$ cat src/rtl/fpu_pkg.sv
// fpu_pkg: shared opcode, operand-class and IEEE 754 single-precision field constants
package fpu_pkg;
    localparam logic [3:0] OP_ADD = 4'd0;
    localparam logic [3:0] OP_SUB = 4'd1;
    localparam logic [3:0] OP_MUL = 4'd2;
    localparam logic [3:0] OP_DIV = 4'd3;
    localparam logic [2:0] CLS_NORMAL  = 3'b000;
    localparam logic [2:0] CLS_ZERO    = 3'b001;
    localparam logic [2:0] CLS_SUBNORM = 3'b010;
    localparam logic [2:0] CLS_INF     = 3'b011;
    localparam logic [2:0] CLS_NAN     = 3'b100;
    localparam int EXP_W  = 8;
    localparam int MANT_W = 23;
endpackage

$ cat src/rtl/fpu_classify.sv
// fpu_classify: special-value class of a single-precision operand (sign ignored)
module fpu_classify
    import fpu_pkg::*;
(
    input  logic [31:0] num,
    output logic [2:0]  cls
);
    logic [EXP_W-1:0]  expo;
    logic [MANT_W-1:0] mant;
    assign expo = num[MANT_W +: EXP_W];
    assign mant = num[MANT_W-1:0];
    always_comb begin
        cls = (expo == '0) ? ((mant == '0) ? CLS_ZERO : CLS_SUBNORM) :
              (&expo)      ? ((mant == '0) ? CLS_INF  : CLS_NAN)     : CLS_NORMAL;
    end
endmodule

$ cat src/rtl/fpu_issue_queue.sv
// fpu_issue_queue: DEPTH-entry valid/ready FIFO feeding the FPU with registered head outputs.
// Operand classification is stored per entry only when FPU_ISSUE_CLASSIFY_EN is defined.
module fpu_issue_queue
    import fpu_pkg::*;
#(
    parameter int DEPTH = 4
) (
    input  logic                       clk,
    input  logic                       rst,
    input  logic                       in_valid,
    output logic                       in_ready,
    input  logic [31:0]                in_num1,
    input  logic [31:0]                in_num2,
    input  logic [3:0]                 in_op,
    output logic                       out_valid,
    input  logic                       out_ready,
    output logic [31:0]                out_num1,
    output logic [31:0]                out_num2,
    output logic [3:0]                 out_op,
    output logic [2:0]                 out_class1,
    output logic [2:0]                 out_class2,
    output logic                       out_unsup,
    output logic [$clog2(DEPTH):0]     count
);
    localparam int AW = $clog2(DEPTH);
    localparam logic [AW:0] FULL_CNT = (AW+1)'(DEPTH);

    logic [31:0]   num1_q [DEPTH];
    logic [31:0]   num2_q [DEPTH];
    logic [3:0]    op_q   [DEPTH];
    logic          unsup_q[DEPTH];
    logic [AW-1:0] wr_ptr, rd_ptr;
    logic [AW:0]   cnt, cnt_nxt;
    logic          alive, push, pop;

    // alive holds in_ready low until the first edge after reset is released
    assign in_ready  = alive && (cnt != FULL_CNT);
    assign out_valid = (cnt != '0);
    assign push      = in_valid && in_ready;
    assign pop       = out_valid && out_ready;
    assign count     = cnt;

    always_comb begin
        cnt_nxt = (push && !pop) ? cnt + (AW+1)'(1) :
                  (pop && !push) ? cnt - (AW+1)'(1) : cnt;
    end

    always_ff @(posedge clk or posedge rst) begin
        if (rst) begin
            wr_ptr <= '0;
            rd_ptr <= '0;
            cnt    <= '0;
            alive  <= 1'b0;
        end else begin
            alive  <= 1'b1;
            cnt    <= cnt_nxt;
            wr_ptr <= push ? wr_ptr + AW'(1) : wr_ptr;
            rd_ptr <= pop  ? rd_ptr + AW'(1) : rd_ptr;
        end
    end

    always_ff @(posedge clk) begin
        if (push) begin
            num1_q[wr_ptr]  <= in_num1;
            num2_q[wr_ptr]  <= in_num2;
            op_q[wr_ptr]    <= in_op;
            unsup_q[wr_ptr] <= (in_op > OP_MUL);
        end
    end

    assign out_num1  = num1_q[rd_ptr];
    assign out_num2  = num2_q[rd_ptr];
    assign out_op    = op_q[rd_ptr];
    assign out_unsup = unsup_q[rd_ptr];

`ifdef FPU_ISSUE_CLASSIFY_EN
    logic [2:0] cls1, cls2;
    logic [5:0] cls_q[DEPTH];
    fpu_classify u_cls1 (.num(in_num1), .cls(cls1));
    fpu_classify u_cls2 (.num(in_num2), .cls(cls2));
    always_ff @(posedge clk) begin
        if (push) cls_q[wr_ptr] <= {cls1, cls2};
    end
    assign out_class1 = cls_q[rd_ptr][5:3];
    assign out_class2 = cls_q[rd_ptr][2:0];
`else
    assign out_class1 = 3'b000;
    assign out_class2 = 3'b000;
`endif
endmodule

$ cat config.mk
export PLATFORM = sky130hd
export DESIGN_NAME = fpu_issue_queue
export DESIGN_NICKNAME = d
export VERILOG_FILES = /design/src/rtl/fpu_pkg.sv /design/src/rtl/fpu_classify.sv /design/src/rtl/fpu_issue_queue.sv
export SDC_FILE = /design/constraint.sdc
export NUM_CORES = 1
export LEC_CHECK = 0
export BUFFER_PORTS_ARGS = -buffer_cell sky130_fd_sc_hd__clkbuf_2
export CELL_PAD_IN_SITES_DETAIL_PLACEMENT = 1
export CELL_PAD_IN_SITES_GLOBAL_PLACEMENT = 1
export CORE_MARGIN = 3
export CORE_UTILIZATION = 50
export DETAILED_ROUTE_END_ITERATION = 10
export GPL_ROUTABILITY_DRIVEN = 0
export PLACE_DENSITY = 0.85
export RECOVER_POWER = 50
export SYNTH_ARGS = -nofsm -noshare
export SYNTH_HDL_FRONTEND = slang
export SYNTH_SLANG_ARGS = --single-unit
$ cat constraint.sdc
create_clock -name clk -period 3.6 [get_ports clk]
set_input_delay 0.72 -clock clk [delete_from_list [all_inputs] [get_ports clk]]
set_output_delay 0.72 -clock clk [all_outputs]
set_load 0.01 [all_outputs]
==> summary.md <==
| Metric | Value |
|---|---|
| Ports | `152` |
| Finished Layout Cells | `between 800 and 900` |
| Tmin final | `between 3 and 4 ns` |
| Critical path type | `register to output port` |
| Pleak | `approximately 4 nW` |
| Post-synthesis cell count | `408` |
| DRC viols | `0` |
| Nets | `651` |
| Antenna violations before repair | `0` |
| CTS resizes | `0` |
| Clock root cell | `clkbuf_16` |
| Setup Viol. Count Final | `0` |
| Row count | `52` |
| Period utilization | `0.835` |
| Cts-stage hold buffer count | `0` |
| Maximum capacitance violations | `0` |
| Worst Path Max Fanout | `70` |
| Share of cells above drive strength 1 | `0.333` |
| Post-place setup slack | `1.10 ns` |
| Status | `finished clean` |
| FILL cells | `1743` |
| Drt wl/cell | `23.7 µm` |
| Drt pass-1 iters | `4` |
| PwrDens | `between 700 and 800 nW/µm²` |
| Critical path required time | `2.88 ns` |
| Netlist cell types | `24` |
| Fin util | `0.604` |
| Hold Crit Class | `input pin to asynchronous set/reset pin` |
| Placed cell count | `between 800 and 900` |
| Num CTS Buffers | `29` |
| Die width | `151 µm` |
| Postcts setup bufs | `0` |
| Slew Limit Fails | `0` |
| Die H | `151 µm` |
| Initial DRC Count | `294` |
| Main synth FF type | `edfxtp_1` |
| Area fraction of the dominant cell type after synthesis | `0.787` |
| First-pass GRT wire length | `~31000 µm` |
| Crit path DAT | `2.29 ns` |
| Clock Path Buffers | `3` |
| IO buf count | `145` |
| Average size of a mapped cell | `25.8 µm²` |
| Core area | `between 20000 and 25000 µm²` |
| Post-Route WL | `between 20000 and 25000 µm` |
| Worst Clk Skew | `around 0.009 ns` |
| RSZ-0062 raised after global routing | `no` |
| Yosys warning count | `0` |
| CTS tree | `done` |
| Slew at the pin closest to its max-slew limit | `1.07 ns` |
| DR vias | `between 4000 and 5000` |
| Vias in the first global route | `5479` |
| Max IR drop VDD | `around 0.51 mV` |
| Slew margin rel. | `0.285` |
| Fmax | `~330 MHz` |
| Worst R2R Start | `count[0]$_DFFE_PP0P_` |
| TritonCTS Sinks | `284` |
| Clock Latency Late Sink | `around 0.52 ns` |
| Worst setup SP type | `register` |
| Top area cells in the synthesized netlist | `edfxtp_1 (79%), mux4_2 (15%), dfrtp_1 (1.9%)` |
| Largest net degree at the start of global routing | `71` |
| Critical Path Start | `rd_ptr[1]$_DFFE_PP0P_` |
| Hpwl dp | `approximately 12000 µm` |
| Initial Utilization | `0.514` |
| Seq cells post-synth | `around 280` |
| Grt ovf | `0` |
| Post-synth ARST share | `0.0282` |
| Hold slack | `approximately 0.12 ns` |
| Post-synthesis sequential area ratio | `0.806` |
| Final Hold Violating Endpoints | `0` |
| TNS Setup | `0 ns` |
| Final worst-path setup slack | `just under 0.6 ns` |
| Clock transition at the registers of the reported paths | `around 0.060 ns` |
| Total Routing Usage GR | `0.183` |
| Leading area contributor after synthesis | `edfxtp_1` |
| Die area | `22900 µm²` |
| P&R area growth vs syn | `17.5%` |
| CTS HTree Levels | `1` |
| EDFF count, synth | `276` |
| Critical path capture point type | `output port` |
| Vias/cell | `between 5 and 6` |
| Routed Antenna Nets | `0` |
| Worst Reg2Reg Path Length in Cells | `8` |
| Antenna Diode Count | `0` |
| Mapped Area | `10500 µm²` |
-- flip-flops by register name, summed over array words and instances, names as in the netlist --
signal / flops
op_q: 16
count: 3
rd_ptr: 2
alive: 1
unsup_q: 4
num2_q: 128
wr_ptr: 2
num1_q: 128
-- cells in the mapped netlist, drive strengths merged (2+ instances only) --
library cell,number
edfxtp,276
mux4,69
buf,21
dfrtp,8
ha,5
and2,4
inv,4
xnor2,4
conb,2
mux2,2
nand2,2
nor2,2
xor2,2
-- cells by family after synthesis --
family	share of synthesized area
other	0.000713
buffers and inverters	0.0237
AND/OR/NAND/NOR	0.00487
XOR/XNOR	0.00499
multiplexers	0.150
adder cells (fa/ha/maj)	0.00784
AO/OA/AOI/OAI	0.00238
flip-flops	0.806
-- cell usage in the layout, fill, tap and decap left out, drive strengths merged --
| cell | Yosys | routed |
|---|---|---|
| bufinv | 0 | 5 |
| xor2 | 2 | 2 |
| clkbuf | 1 | 178 |
| and2 | 4 | 4 |
| mux4 | 69 | 69 |
| or3 | 1 | 1 |
| nand2 | 2 | 2 |
| nor2 | 2 | 2 |
| buf | 21 | 6 |
| a21boi | 1 | 1 |
| clkinvlp | 0 | 1 |
| a211o | 1 | 1 |
| conb | 2 | 7 |
| mux2 | 2 | 2 |
| dfrtp | 8 | 8 |
| clkinv | 0 | 14 |
| ha | 5 | 5 |
| xnor2 | 4 | 4 |
| a21oi | 1 | 1 |
| nand3 | 1 | 1 |
| inv | 4 | 4 |
| fa | 1 | 1 |
| edfxtp | 276 | 276 |
-- layer usage --
metal / global-route usage / up-vias / share of wire
met5: 0 / - / 0
met4: 0.0390 / 0 / 0.017
met3: 0.0425 / 29 / 0.063
met2: 0.332 / 156 / 0.53
met1: 0.225 / 2500 / 0.39
li1: - / 2048 / -
-- path summary, 6_finish.rpt --
| kind | end | slack, ns |
|---|---|---|
| worst min-delay path | alive$_DFF_PP0_ | 0.12 |
| worst max register to register | count[2]$_DFFE_PP0P_ | 1.14 |
| min in group clk | num2_q[3][21]$_DFFE_PP_ | 0.46 |
| max in group asynchronous | rd_ptr[0]$_DFFE_PP0P_ | 3.21 |
| worst min register to register | count[2]$_DFFE_PP0P_ | 0.54 |
| worst max-delay path | out_num2[22] | 0.59 |
-- where the power goes --
part / switching, mW / internal (mW)
Combinational: 1.20 / 1.19
Sequential: 0.293 / 4.04
Clock: 1.17 / 1.83
-- through the flow --
step	area, µm²	power, mW
CTS	12500	9.90
global placement	11500	6.76
finish	12400	9.72
floorplan	10600	6.06
global route	12400	10.2
detailed placement	11500	6.87
-- worst max-delay path: stages (launching register included) --
cell      delay (ns)
dfrtp_4         1.13
mux4_2          0.45
clkbuf_2        0.15
-- area by class of cell --
| type | instances | area [µm²] | area share |
|---|---|---|---|
| Timing Repair Buffer | 151 | 744 | 0.0601 |
| Inverter | 4 | 15.0 | 0.00121 |
| Clock buffer | 33 | 741 | 0.0598 |
| Clock inverter | 20 | 223 | 0.0180 |
| Sequential cell | 284 | 8500 | 0.686 |
| Multi-Input combinational cell | 103 | 1820 | 0.147 |
| Tap cell | 270 | 338 | 0.0273 |
Note: power is estimated with default switching activity, not from simulation.
